File: src/rtl/sd_iosync_pkg.sv
// Shared types for the srdy/drdy transfer loop: half-FSM state encodings and
// the synchronizer depth floor.
package sd_iosync_pkg;

  localparam int unsigned SYNC_MIN = 2;

  typedef enum logic [1:0] {
    C_IDLE = 2'd0,
    C_REQ  = 2'd1,
    C_DROP = 2'd2
  } c_state_e;

  typedef enum logic [1:0] {
    P_IDLE  = 2'd0,
    P_VALID = 2'd1,
    P_ACK   = 2'd2
  } p_state_e;

endpackage

File: src/rtl/sd_sync_level.sv
// N-flop level synchronizer for one handshake bit; all flops clear to 0 on
// synchronous active-low reset.
module sd_sync_level #(
  parameter int unsigned stages = 2
) (
  input  logic clk,
  input  logic reset,
  input  logic i_d,
  output logic o_q
);

  logic [stages-1:0] r_sync;

  always_ff @(posedge clk) begin
    if (!reset) begin
      r_sync <= '0;
    end else begin
      r_sync <= {r_sync[stages-2:0], i_d};
    end
  end

  assign o_q = r_sync[stages-1];

endmodule

File: src/rtl/sd_iosync_loop.sv
// srdy/drdy to srdy/drdy transfer through a 4-phase req/ack link whose
// handshake levels are always resynchronized, so the halves can be split later.
module sd_iosync_loop
  import sd_iosync_pkg::*;
#(
  parameter int unsigned width       = 16,
  parameter int unsigned sync_stages = 2
) (
  input  logic             clk,
  input  logic             reset,
  input  logic             c_srdy,
  output logic             c_drdy,
  input  logic [width-1:0] c_data,
  output logic             p_srdy,
  input  logic             p_drdy,
  output logic [width-1:0] p_data,
  output logic             s_req,
  output logic             s_ack
);

  localparam int unsigned STAGES = (sync_stages < SYNC_MIN) ? SYNC_MIN : sync_stages;

  c_state_e         r_c_state;
  p_state_e         r_p_state;
  logic             r_s_req;
  logic             r_s_ack;
  logic [width-1:0] r_s_data;
  logic [width-1:0] r_p_data;
  logic             r_p_srdy;
  logic             w_req_sync;
  logic             w_ack_sync;
  logic             w_c_drdy;
  logic             w_c_xfer;
  logic             w_p_xfer;

  sd_sync_level #(.stages(STAGES)) u_req_sync (
    .clk   (clk),
    .reset (reset),
    .i_d   (r_s_req),
    .o_q   (w_req_sync)
  );

  sd_sync_level #(.stages(STAGES)) u_ack_sync (
    .clk   (clk),
    .reset (reset),
    .i_d   (r_s_ack),
    .o_q   (w_ack_sync)
  );

  assign w_c_drdy = (r_c_state == C_IDLE) && reset;
  assign w_c_xfer = c_srdy && w_c_drdy;
  assign w_p_xfer = r_p_srdy && p_drdy;

  // Consumer half: capture upstream word, raise req, drop it once ack is seen,
  // then wait for ack to fall before accepting the next word.
  always_ff @(posedge clk) begin
    if (!reset) begin
      r_c_state <= C_IDLE;
      r_s_req   <= 1'b0;
      r_s_data  <= '0;
    end else begin
      case (r_c_state)
        C_IDLE: begin
          if (w_c_xfer) begin
            r_s_data  <= c_data;
            r_s_req   <= 1'b1;
            r_c_state <= C_REQ;
          end
        end
        C_REQ: begin
          if (w_ack_sync) begin
            r_s_req   <= 1'b0;
            r_c_state <= C_DROP;
          end
        end
        C_DROP: begin
          if (!w_ack_sync) begin
            r_c_state <= C_IDLE;
          end
        end
        default: r_c_state <= C_IDLE;
      endcase
    end
  end

  // Producer half: present the linked word downstream, ack after it is taken,
  // and release ack only once req has been seen low.
  always_ff @(posedge clk) begin
    if (!reset) begin
      r_p_state <= P_IDLE;
      r_p_srdy  <= 1'b0;
      r_p_data  <= '0;
      r_s_ack   <= 1'b0;
    end else begin
      case (r_p_state)
        P_IDLE: begin
          if (w_req_sync) begin
            r_p_data  <= r_s_data;
            r_p_srdy  <= 1'b1;
            r_p_state <= P_VALID;
          end
        end
        P_VALID: begin
          if (w_p_xfer) begin
            r_p_srdy  <= 1'b0;
            r_s_ack   <= 1'b1;
            r_p_state <= P_ACK;
          end
        end
        P_ACK: begin
          if (!w_req_sync) begin
            r_s_ack   <= 1'b0;
            r_p_state <= P_IDLE;
          end
        end
        default: r_p_state <= P_IDLE;
      endcase
    end
  end

  assign c_drdy = w_c_drdy;
  assign p_srdy = r_p_srdy;
  assign p_data = r_p_data;
  assign s_req  = r_s_req;
  assign s_ack  = r_s_ack;

endmodule

File: config.mk
export PLATFORM = sky130hd
export DESIGN_NAME = sd_iosync_loop
export DESIGN_NICKNAME = d
export VERILOG_FILES = /design/src/rtl/sd_iosync_pkg.sv /design/src/rtl/sd_sync_level.sv /design/src/rtl/sd_iosync_loop.sv
export SDC_FILE = /design/constraint.sdc
export NUM_CORES = 1
export LEC_CHECK = 0
export ABC_AREA = 1
export CAP_MARGIN = 20
export CELL_PAD_IN_SITES_DETAIL_PLACEMENT = 2
export CELL_PAD_IN_SITES_GLOBAL_PLACEMENT = 2
export CORE_ASPECT_RATIO = 0.5
export CORE_MARGIN = 1
export CORE_UTILIZATION = 27
export CTS_CLUSTER_DIAMETER = 60
export DETAILED_ROUTE_END_ITERATION = 12
export PLACE_DENSITY_LB_ADDON = 0.3
export SLEW_MARGIN = 0
export SYNTH_ARGS = -nofsm -noshare
export SYNTH_HDL_FRONTEND = slang
export SYNTH_HIERARCHICAL = 1
export SYNTH_SLANG_ARGS = --single-unit
File: constraint.sdc
create_clock -name clk -period 1.3 [get_ports clk]
set_input_delay 0.195 -clock clk [delete_from_list [all_inputs] [get_ports clk]]
set_output_delay 0.195 -clock clk [all_outputs]
set_load 0.01 [all_outputs]
* Word level (Yosys, flattened, before mapping) *
Index checks and enable logic that the tools add are counted.

storage, ports and cells
  latch bits = 0
  output and inout port bits = 20
  memory bits (writable) = 0
  bits in registers = 43
  input port bits = 20
  ROM bits = 0
  memories = 0
  word-level logic and storage cells = 51

operators by class
  order comparisons = 0
  multipliers = 0
  multiplexer cells = 17
  bitwise gates (word level) = 0
  div/mod/pow operators = 0
  equal/unequal tests = 10
  add/sub/neg operators = 0
  shifts and indexed selects = 0
  reductions and logical operators = 15

operators with widths
  operator                                                count
  AND reduction 3 bit                                     5
  2-to-1 mux 2 bit                                        6
  case mux 2 bit (3 select lines)                         2
  inequality test 2 bit (second input constant)           4
  2-to-1 mux 1 bit                                        6
  case mux 1 bit (2 select lines)                         3
  nonzero test 2 bit                                      3
  == test 2 x 1 -> 1 bit (second input constant)          2
  == test 2 bit (second input constant)                   2
  logical NOT 2 bit                                       2
  inequality test 2 x 1 -> 1 bit (second input constant)  2
  AND reduction 2 bit                                     2
  logical AND 1 bit                                       3

* Longest topological paths before layout *
Gate-level depths: netlist of the first run.

  word-level depth = 5
  depth in mapped cells = 6
  mapped depth without buffers = 5

* By module *
The synthesis of the first run kept the hierarchy.

by module, submodules not included
  module          area an instance (um^2)  cells each  seq. area each (um^2)  times used
  sd_iosync_loop  1,661.6                  242         780.7                  1
  sd_sync_level   55.1                     6           40.0                   2

* Worst setup path after synthesis of the first run *
OpenSTA, ideal clock, no wires.

  path kind = register to register
  start point = reg r_p_state[1]
  end point = reg r_p_data[0], in the netlist p_data[0]
  buffers on the path = 1
  data required time = 1.184 ns
  clock period less this slack = 1.019 ns
  library setup time = 0.116 ns
  path slack = 0.281 ns
  data arrival time = 0.903 ns
  stages on the path, launching flop included = 6
  cells stage by stage = dfxtp_1 nor2_1 nand2_1 buf_2 o21ai_0 nor2_1

on the way
  longest elaborated chain between the ends = 2

ends and longest elaborated chain
  element                        RTL line               RTL
  start, declared                sd_iosync_loop.sv:24   p_state_e r_p_state;
  start signal, assigned         sd_iosync_loop.sv:90   r_p_state <= P_IDLE;
  start signal, assigned         sd_iosync_loop.sv:100  r_p_state <= P_VALID;
  start signal, assigned         sd_iosync_loop.sv:107  r_p_state <= P_ACK;
  logical NOT 2 bit              sd_iosync_loop.sv:95   case (r_p_state)
  AND reduction 2 bit (no line)  --
  end signal, assigned           sd_iosync_loop.sv:98   r_p_data <= r_s_data;
  end, declared                  sd_iosync_loop.sv:28   logic [width-1:0] r_p_data;

No other way between the ends.
A chain may end at the register's enable or synchronous reset.

* Worst setup path after layout of the first run *
  start point = reg r_c_state[1]
  end point = reg r_s_data[1]

on the way
  longest elaborated chain between the ends = 4

ends and longest elaborated chain
  element                          RTL line                                    RTL
  start, declared                  sd_iosync_loop.sv:23                        c_state_e r_c_state;
  start signal, assigned           sd_iosync_loop.sv:58                        r_c_state <= C_IDLE;
  start signal, assigned           sd_iosync_loop.sv:67                        r_c_state <= C_REQ;
  start signal, assigned           sd_iosync_loop.sv:73                        r_c_state <= C_DROP;
  logical NOT 2 bit *              sd_iosync_loop.sv:50, sd_iosync_loop.sv:62
  logical AND 1 bit                sd_iosync_loop.sv:50                        assign w_c_drdy = (r_c_state == C_IDLE) && reset;
  logical AND 1 bit                sd_iosync_loop.sv:51                        assign w_c_xfer = c_srdy && w_c_drdy;
  AND reduction 2 bit (no line) *  --
  end signal, assigned             sd_iosync_loop.sv:65                        r_s_data <= c_data;
  end, declared                    sd_iosync_loop.sv:27                        logic [width-1:0] r_s_data;

Every way passes the cells marked *; elsewhere a longest branch is shown, timed or not.

==> results of run 1 <==
worst reg2reg max path, delay by kind of cell, from the launching register on:
kind	cells	cell delay, ns
buffers and inverters	3	0.36
and+or+nand+nor	4	0.53
DFF	1	0.32
worst paths after layout:
kind,to,cells past startpoint
worst max-delay path,r_s_data[1]$_SDFFE_PN0P_,7
worst min-delay path,r_p_state[0]$_SDFFE_PN0P_,4
worst max register to register,r_s_data[1]$_SDFFE_PN0P_,7
worst min register to register,u_req_sync/r_sync[1]$_SDFF_PN0_,2
metal layers:
metal | wire, um | part of all wire [%] | vias to the layer above | GRT usage (%)
met5 | 0 | 0 | - | 0
met3 | 168 | 3.2 | 7 | 4.09
met1 | 2390 | 45 | 806 | 18.8
met4 | 59 | 1.1 | 0 | 4.88
li1 | - | - | 853 | -
met2 | 2700 | 51 | 26 | 30.0
cell families (layout without fill, tap and decap cells):
logic type | after synthesis | after routing | share of synthesized area (%)
DFF | 43 | 43 | 48.6
and+or+nand+nor | 121 | 122 | 29.6
buffers and inverters | 69 | 117 | 15.9
AOI/OAI and AO/OA | 21 | 21 | 5.93
cells in the mapped netlist:
master	count
nand2_1	46
buf_2	6
nand4_1	16
nand3_1	3
nor3_1	1
o21ai_0	16
inv_1	56
nand3_4	1
buf_1	1
nor2_1	52
buf_6	2
dfxtp_1	43
inv_2	1
nor2_4	1
a21oi_1	5
nand3b_1	1
clkbuf_1	3
repair_timing:
item,CTS,global route
resized for setup,20,5
setup endpoints to repair,21,18
buffers inserted,0,1
pin swaps,1,2
cloned,0,1
state kept, by name, indices dropped and copies added (netlist names):
| signal | cells |
|---|---|
| p_data | 16 |
| p_srdy | 1 |
| r_c_state | 2 |
| r_p_state | 2 |
| r_s_data | 16 |
| s_ack | 1 |
| s_req | 1 |
| u_ack_sync/r_sync | 2 |
| u_req_sync/r_sync | 2 |
through the flow:
step / cell area (um2) / cells
2_1_floorplan: 1770 / 254
3_3_place_gp: 2310 / 381
3_5_place_dp: 2310 / 381
4_1_cts: 2430 / 389
5_1_grt: 2470 / 391
6_report: 2470 / 391
where the power goes:
group | switching [mW] | total, mW | internal, mW
Combinational | 0.266 | 0.487 | 0.222
Clock | 0.515 | 1.23 | 0.711
Sequential | 0.0376 | 1.43 | 1.40
Total | 0.818 | 3.15 | 2.33
area by class of cell:
class / instances / area, um2 / share of cell area (%)
tap: 88 / 110 / 4.46
clock buffer: 7 / 133 / 5.37
timing repair buffer: 52 / 497 / 20.1
inverter: 57 / 216 / 8.77
sequential: 43 / 861 / 34.9
multi-input combinational: 143 / 647 / 26.2
clock inverter: 1 / 5.00 / 0.203
==> reports/qor.yml, run 1 <==
critical_path:
  cpMaxStageDelayCell: "dfxtp_1"
  rr_startpoint: "r_c_state[1]$_SDFFE_PN0P_"
  rrSetupSlack_ns: 0.04
  cp_cell_sequence: "buf_4 -> nor2_4 -> buf_12 -> nand3_4 -> nand2_1 -> inv_1 -> nor2_1"
  required_ns: 1.53
  end_kind: "register"
  criticalPathCategory: "reg2reg"
  cp_data_arrival_time_ns: 1.49
  critPathBufInv: 3
  cp-startpoint: "r_c_state[1]$_SDFFE_PN0P_"
  crit_family: "simple AND/OR/NAND/NOR gates"
  critPathMaxStageDelay_ns: 0.32
  critPathLaunchType: "register"
  crit_path_max_fanout: 9
timing:
  clock_skew_ns: 0.00568
  fin_setup_tns_ns: 0
  setup_slack_ns: 0.0397
  fin_crit_sh_pct: 96.9
  setup_violations: 0
  fin_hold_ws_ns: 0.307
  final_hold_viol_count: 0
  period_minus_slack_ns: 1.26
  max_freq_mhz: 793
  relSlewSlack_pct: 75.9
  maxSlewViolCount: 0
  tightest_slew_ns: 0.360
routing:
  drtPass1Iterations: 4
  postRouteWirelength_mm: 5.32
  postRouteAntennaNets: 0
  drtIter0Drc: 58
  drc_errors: 0
  vias: 1692
  wire_per_inst_um: 13.6
  via_per_inst: 4.33
clocking:
  cts_sinks: 43
  cts_hold_buf: 0
  cts_buffers: 5
  tritoncts: "done"
  cts_root_buffer: "clkbuf_16"
  cts_max_level: 2
  clock_latency_ns: 0.29
  clk_pin_slew_ns: 0.06
  clockBufferDepth: 2
synthesis:
  yosys.area.top_type: "dfxtp_1"
  syn_nets: 274
  avgSynthCellArea_um2: 6.98
  synth_top_area_share_pct: 48.6
  ys_seq_area_share_pct: 48.6
  syn_area_um2: 1770
  synth.distinct_cells: 17
  yosys_warnings: 6
  synth-seq-cells: 43
  syn_inst: 254
  synth_area_leaders: "dfxtp_1, inv_1, nor2_1"
cells_and_area:
  final_cell_mix: "inv_1, nor2_1, nand2_1"
  n_fill_cell: 763
  drive_above_1_share_pct: 7.92
  antenna_cells: 0
  syn_to_final_growth_pct: 39.3
  layout_commonest_cell: "inv_1"
  finish.utilization_pct: 39.8
  nets: 322
pwr:
  power.density_nw_per_um2: 1270
  vdd_drop_max_uv: 531
  leakage_nw: 1.25
  power_mw: 3.15
grt:
  grt-ovfl-total: 0
  antenna_found_initial: 0
  grt_first_pass_wirelength_mm: 8.29
  grt_pass1_vias: 1781
  grt_max_degree: 29
  grt_usage_pct: 16.2
floorplanning:
  rows: 20
  start_util_pct: 28.5
  fp.dieArea_um2: 6910
  die_x_um: 117
  io_pins: 40
  fp.dieH_um: 59.3
  core-area_um2: 6210
run:
  max_cap_violations: 0
place:
  numPortBuffers: 39
  dp_slack_ns: -0.0991
  routabilityCongestion: 0.716
  dp_hpwl_mm: 3.64
hold_path:
  min-delay-start: "reset"
  worstHoldPathType: "in2reg"
run_status:
  outcome: "completed"
Note: power is estimated with default switching activity, not from simulation.
==> inputs of run 2 (changes only) <==
--- a/config.mk
+++ b/config.mk
@@ -10,7 +10,7 @@
 export CELL_PAD_IN_SITES_DETAIL_PLACEMENT = 2
 export CELL_PAD_IN_SITES_GLOBAL_PLACEMENT = 2
 export CORE_ASPECT_RATIO = 0.5
-export CORE_MARGIN = 1
+export CORE_MARGIN = 8
 export CORE_UTILIZATION = 27
 export CTS_CLUSTER_DIAMETER = 60
 export DETAILED_ROUTE_END_ITERATION = 12
==> reports/qor.yml, run 2 (synthesis gave the netlist of run 1 again) <==
cells_and_area:
  multi_input_area_um2: 654  # was 647 um2
  layout_commonest_cell: "inv_1"  # unchanged
  final_cell_mix: "inv_1, nor2_1, nand2_1"  # unchanged
  antenna_cells: 0  # unchanged
  drive_above_1_share_pct: 8.64  # was 7.92%
  nets: 320  # was 322
  register_area_um2: 861  # unchanged
  n_fill_cell: 801  # was 763
  syn_to_final_growth_pct: 38.9  # was 39.3%
  finish.utilization_pct: 37.8  # was 39.8%
routing:
  postRouteAntennaNets: 0  # unchanged
  wire_per_inst_um: 13.9  # was 13.6 um
  drc_errors: 0  # unchanged
  via_per_inst: 4.25  # was 4.33
  drtIter0Drc: 34  # was 58
  drtPass1Iterations: 4  # unchanged
  vias: 1672  # was 1692
  postRouteWirelength_mm: 5.46  # was 5.32 mm
hold_path:
  hold_end: "p_srdy$_SDFFE_PN0P_"  # was r_p_state[0]$_SDFFE_PN0P_
  min-delay-start: "reset"  # unchanged
  worstHoldPathType: "in2reg"  # unchanged
  whs_path_depth: 4  # unchanged
pwr:
  power_frac_comb_pct: 14.3  # was 15.5%
  internal_power_mw: 2.42  # was 2.33 mW
  leakage_nw: 1.24  # was 1.25 nW
  seq_power_share_pct: 44.6  # was 45.5%
  p_sw_uw: 805  # was 818 uW
  vdd_drop_max_uv: 441  # was 531 uV
  swShare_pct: 25.0  # was 26.0%
  clockPowerShare_pct: 41.1  # was 39.0%
  power.density_nw_per_um2: 1310  # was 1270 nW/um2
clocking:
  cts_hold_buf: 0  # unchanged
  tritoncts: "done"  # unchanged
  cts_buffers: 5  # unchanged
  cts_max_level: 2  # unchanged
  cts_root_buffer: "clkbuf_16"  # unchanged
  clockBufferDepth: 2  # unchanged
  cts_sinks: 43  # unchanged
  clk_pin_slew_ns: 0.06  # about the same
  clock_latency_ns: 0.28  # was 0.29 ns
timing:
  period_minus_slack_ns: 1.24  # was 1.26 ns
  tightest_slew_ns: 0.523  # was 0.360 ns
  relSlewSlack_pct: 65.1  # was 75.9%
  max_freq_mhz: 804  # was 793 MHz
  final_hold_viol_count: 0  # unchanged
  clock_skew_ns: 0.00331  # was 0.00568 ns
  setup_slack_ns: 0.0562  # was 0.0397 ns
  fin_crit_sh_pct: 95.7  # was 96.9%
  setup_violations: 0  # unchanged
  maxSlewViolCount: 0  # unchanged
  grt_setup_unrepaired: "yes"
floorplanning:
  start_util_pct: 27.2  # was 28.5%
  die_x_um: 131  # was 117 um
  rows: 21  # was 20
  io_pins: 40  # unchanged
  core-area_um2: 6520  # was 6210 um2
  fp.dieH_um: 73.3  # was 59.3 um
  fp.dieArea_um2: 9570  # was 6910 um2
grt:
  grt_usage_pct: 12.2  # was 16.2%
  grt_pass1_vias: 1818  # was 1781
  grt_max_degree: 55  # was 29
  antenna_found_initial: 0  # unchanged
  grt-ovfl-total: 0  # unchanged
  grt_first_pass_wirelength_mm: 8.89  # was 8.29 mm
place:
  dp_slack_ns: -0.140  # was -0.0991 ns
  numPortBuffers: 39  # unchanged
  routabilityCongestion: 0.684  # was 0.716
  dp_hpwl_mm: 3.90  # was 3.64 mm
critical_path:
  critPathLaunchType: "register"  # unchanged
  cpMaxStageDelayCell: "dfxtp_1"  # unchanged
  end_kind: "output pin"  # was register
  crit_family: "flip-flops"  # was simple AND/OR/NAND/NOR gates
  criticalPathCategory: "reg2out"  # was reg2reg
  cp_data_arrival_time_ns: 1.05  # was 1.49 ns
  critPathMaxStageDelay_ns: 0.32  # about the same
  cp_cell_sequence: "nor3_2 -> clkdlybuf4s15_2"  # was buf_4 -> nor2_4 -> buf_12 -> nand3_4 -> nand2_1 -> inv_1 -> nor2_1
  worstRegToRegCells: 6  # was 7
  rrSetupSlack_ns: 0.08  # was 0.04 ns
  r2r-end: "r_s_data[6]$_SDFFE_PN0P_"  # was r_s_data[1]$_SDFFE_PN0P_
  rr_startpoint: "r_c_state[0]$_SDFFE_PN0P_"  # was r_c_state[1]$_SDFFE_PN0P_
  crit_path_max_fanout: 2  # was 9
  required_ns: 1.11  # was 1.53 ns
  critPathBufInv: 1  # was 3
run:
  max_cap_violations: 0  # unchanged
run_status:
  outcome: "completed"  # unchanged
==> run 2: power groups by stage <==
stage / Combinational (mW) / Sequential, mW / Clock [mW]
2_1_floorplan: 0.236 / 1.47 / 0
3_3_place_gp: 0.454 / 1.46 / 0
3_5_place_dp: 0.476 / 1.47 / 0
4_1_cts: 0.461 / 1.44 / 1.38
5_1_grt: 0.524 / 1.45 / 1.43
6_report: 0.460 / 1.44 / 1.33
==> run 2: worst max-delay path by stage <==
| stage | from | end | cells past startpoint |
|---|---|---|---|
| floorplan | r_p_state[1]$_SDFFE_PN0P_ | p_data[0]$_SDFFE_PN0P_ | 5 |
| global placement | reset | r_s_data[8]$_SDFFE_PN0P_ | 6 |
| detailed placement | reset | r_s_data[14]$_SDFFE_PN0P_ | 6 |
| CTS | r_p_state[1]$_SDFFE_PN0P_ | p_data[11]$_SDFFE_PN0P_ | 5 |
| global route | r_p_state[1]$_SDFFE_PN0P_ | p_data[6]$_SDFFE_PN0P_ | 5 |
| finish | r_c_state[0]$_SDFFE_PN0P_ | c_drdy | 2 |
==> run 2: worst register-to-register path: stages, from the launching register on <==
cell,delay (ns)
dfxtp_1,0.32
buf_4,0.15
nor2_4,0.21
buf_4,0.20
nand4_1,0.10
nand2_1,0.09
nor2_1,0.04
==> run 2: final cells by class <==
class	instances	area share, %
Clock buffer	8	6.35
Inverter	57	8.80
Multi-Input combinational cell	143	26.6
Sequential cell	43	35.0
Tap cell	92	4.68
Timing Repair Buffer	50	18.6
==> run 2: repair_timing <==
| action | in CTS | in global routing |
|---|---|---|
| cloned | 0 | 1 |
| gates resized for setup | 23 | 4 |
| setup buffers | 0 | 1 |
| endpoints found under the setup margin | 20 | 29 |
==> run 2: through the flow <==
step	hold WS, ns	area [um2]	power (mW)	TNS, ns	instances
floorplan	0.288	1770	1.71	0	254
global placement	0.407	2290	1.92	-0.497	383
detailed placement	0.413	2290	1.94	-1.51	383
CTS	0.352	2430	3.27	0	391
global route	0.372	2460	3.40	-0.150	393
finish	0.347	2460	3.22	0	393
==> run 2: metal layers <==
layer	vias up	routed length, um	GRT usage [%]
met5	-	0	0
met4	0	60	3.78
met3	7	280	4.13
met2	27	2450	19.9
met1	780	2660	15.0
li1	858	-	-
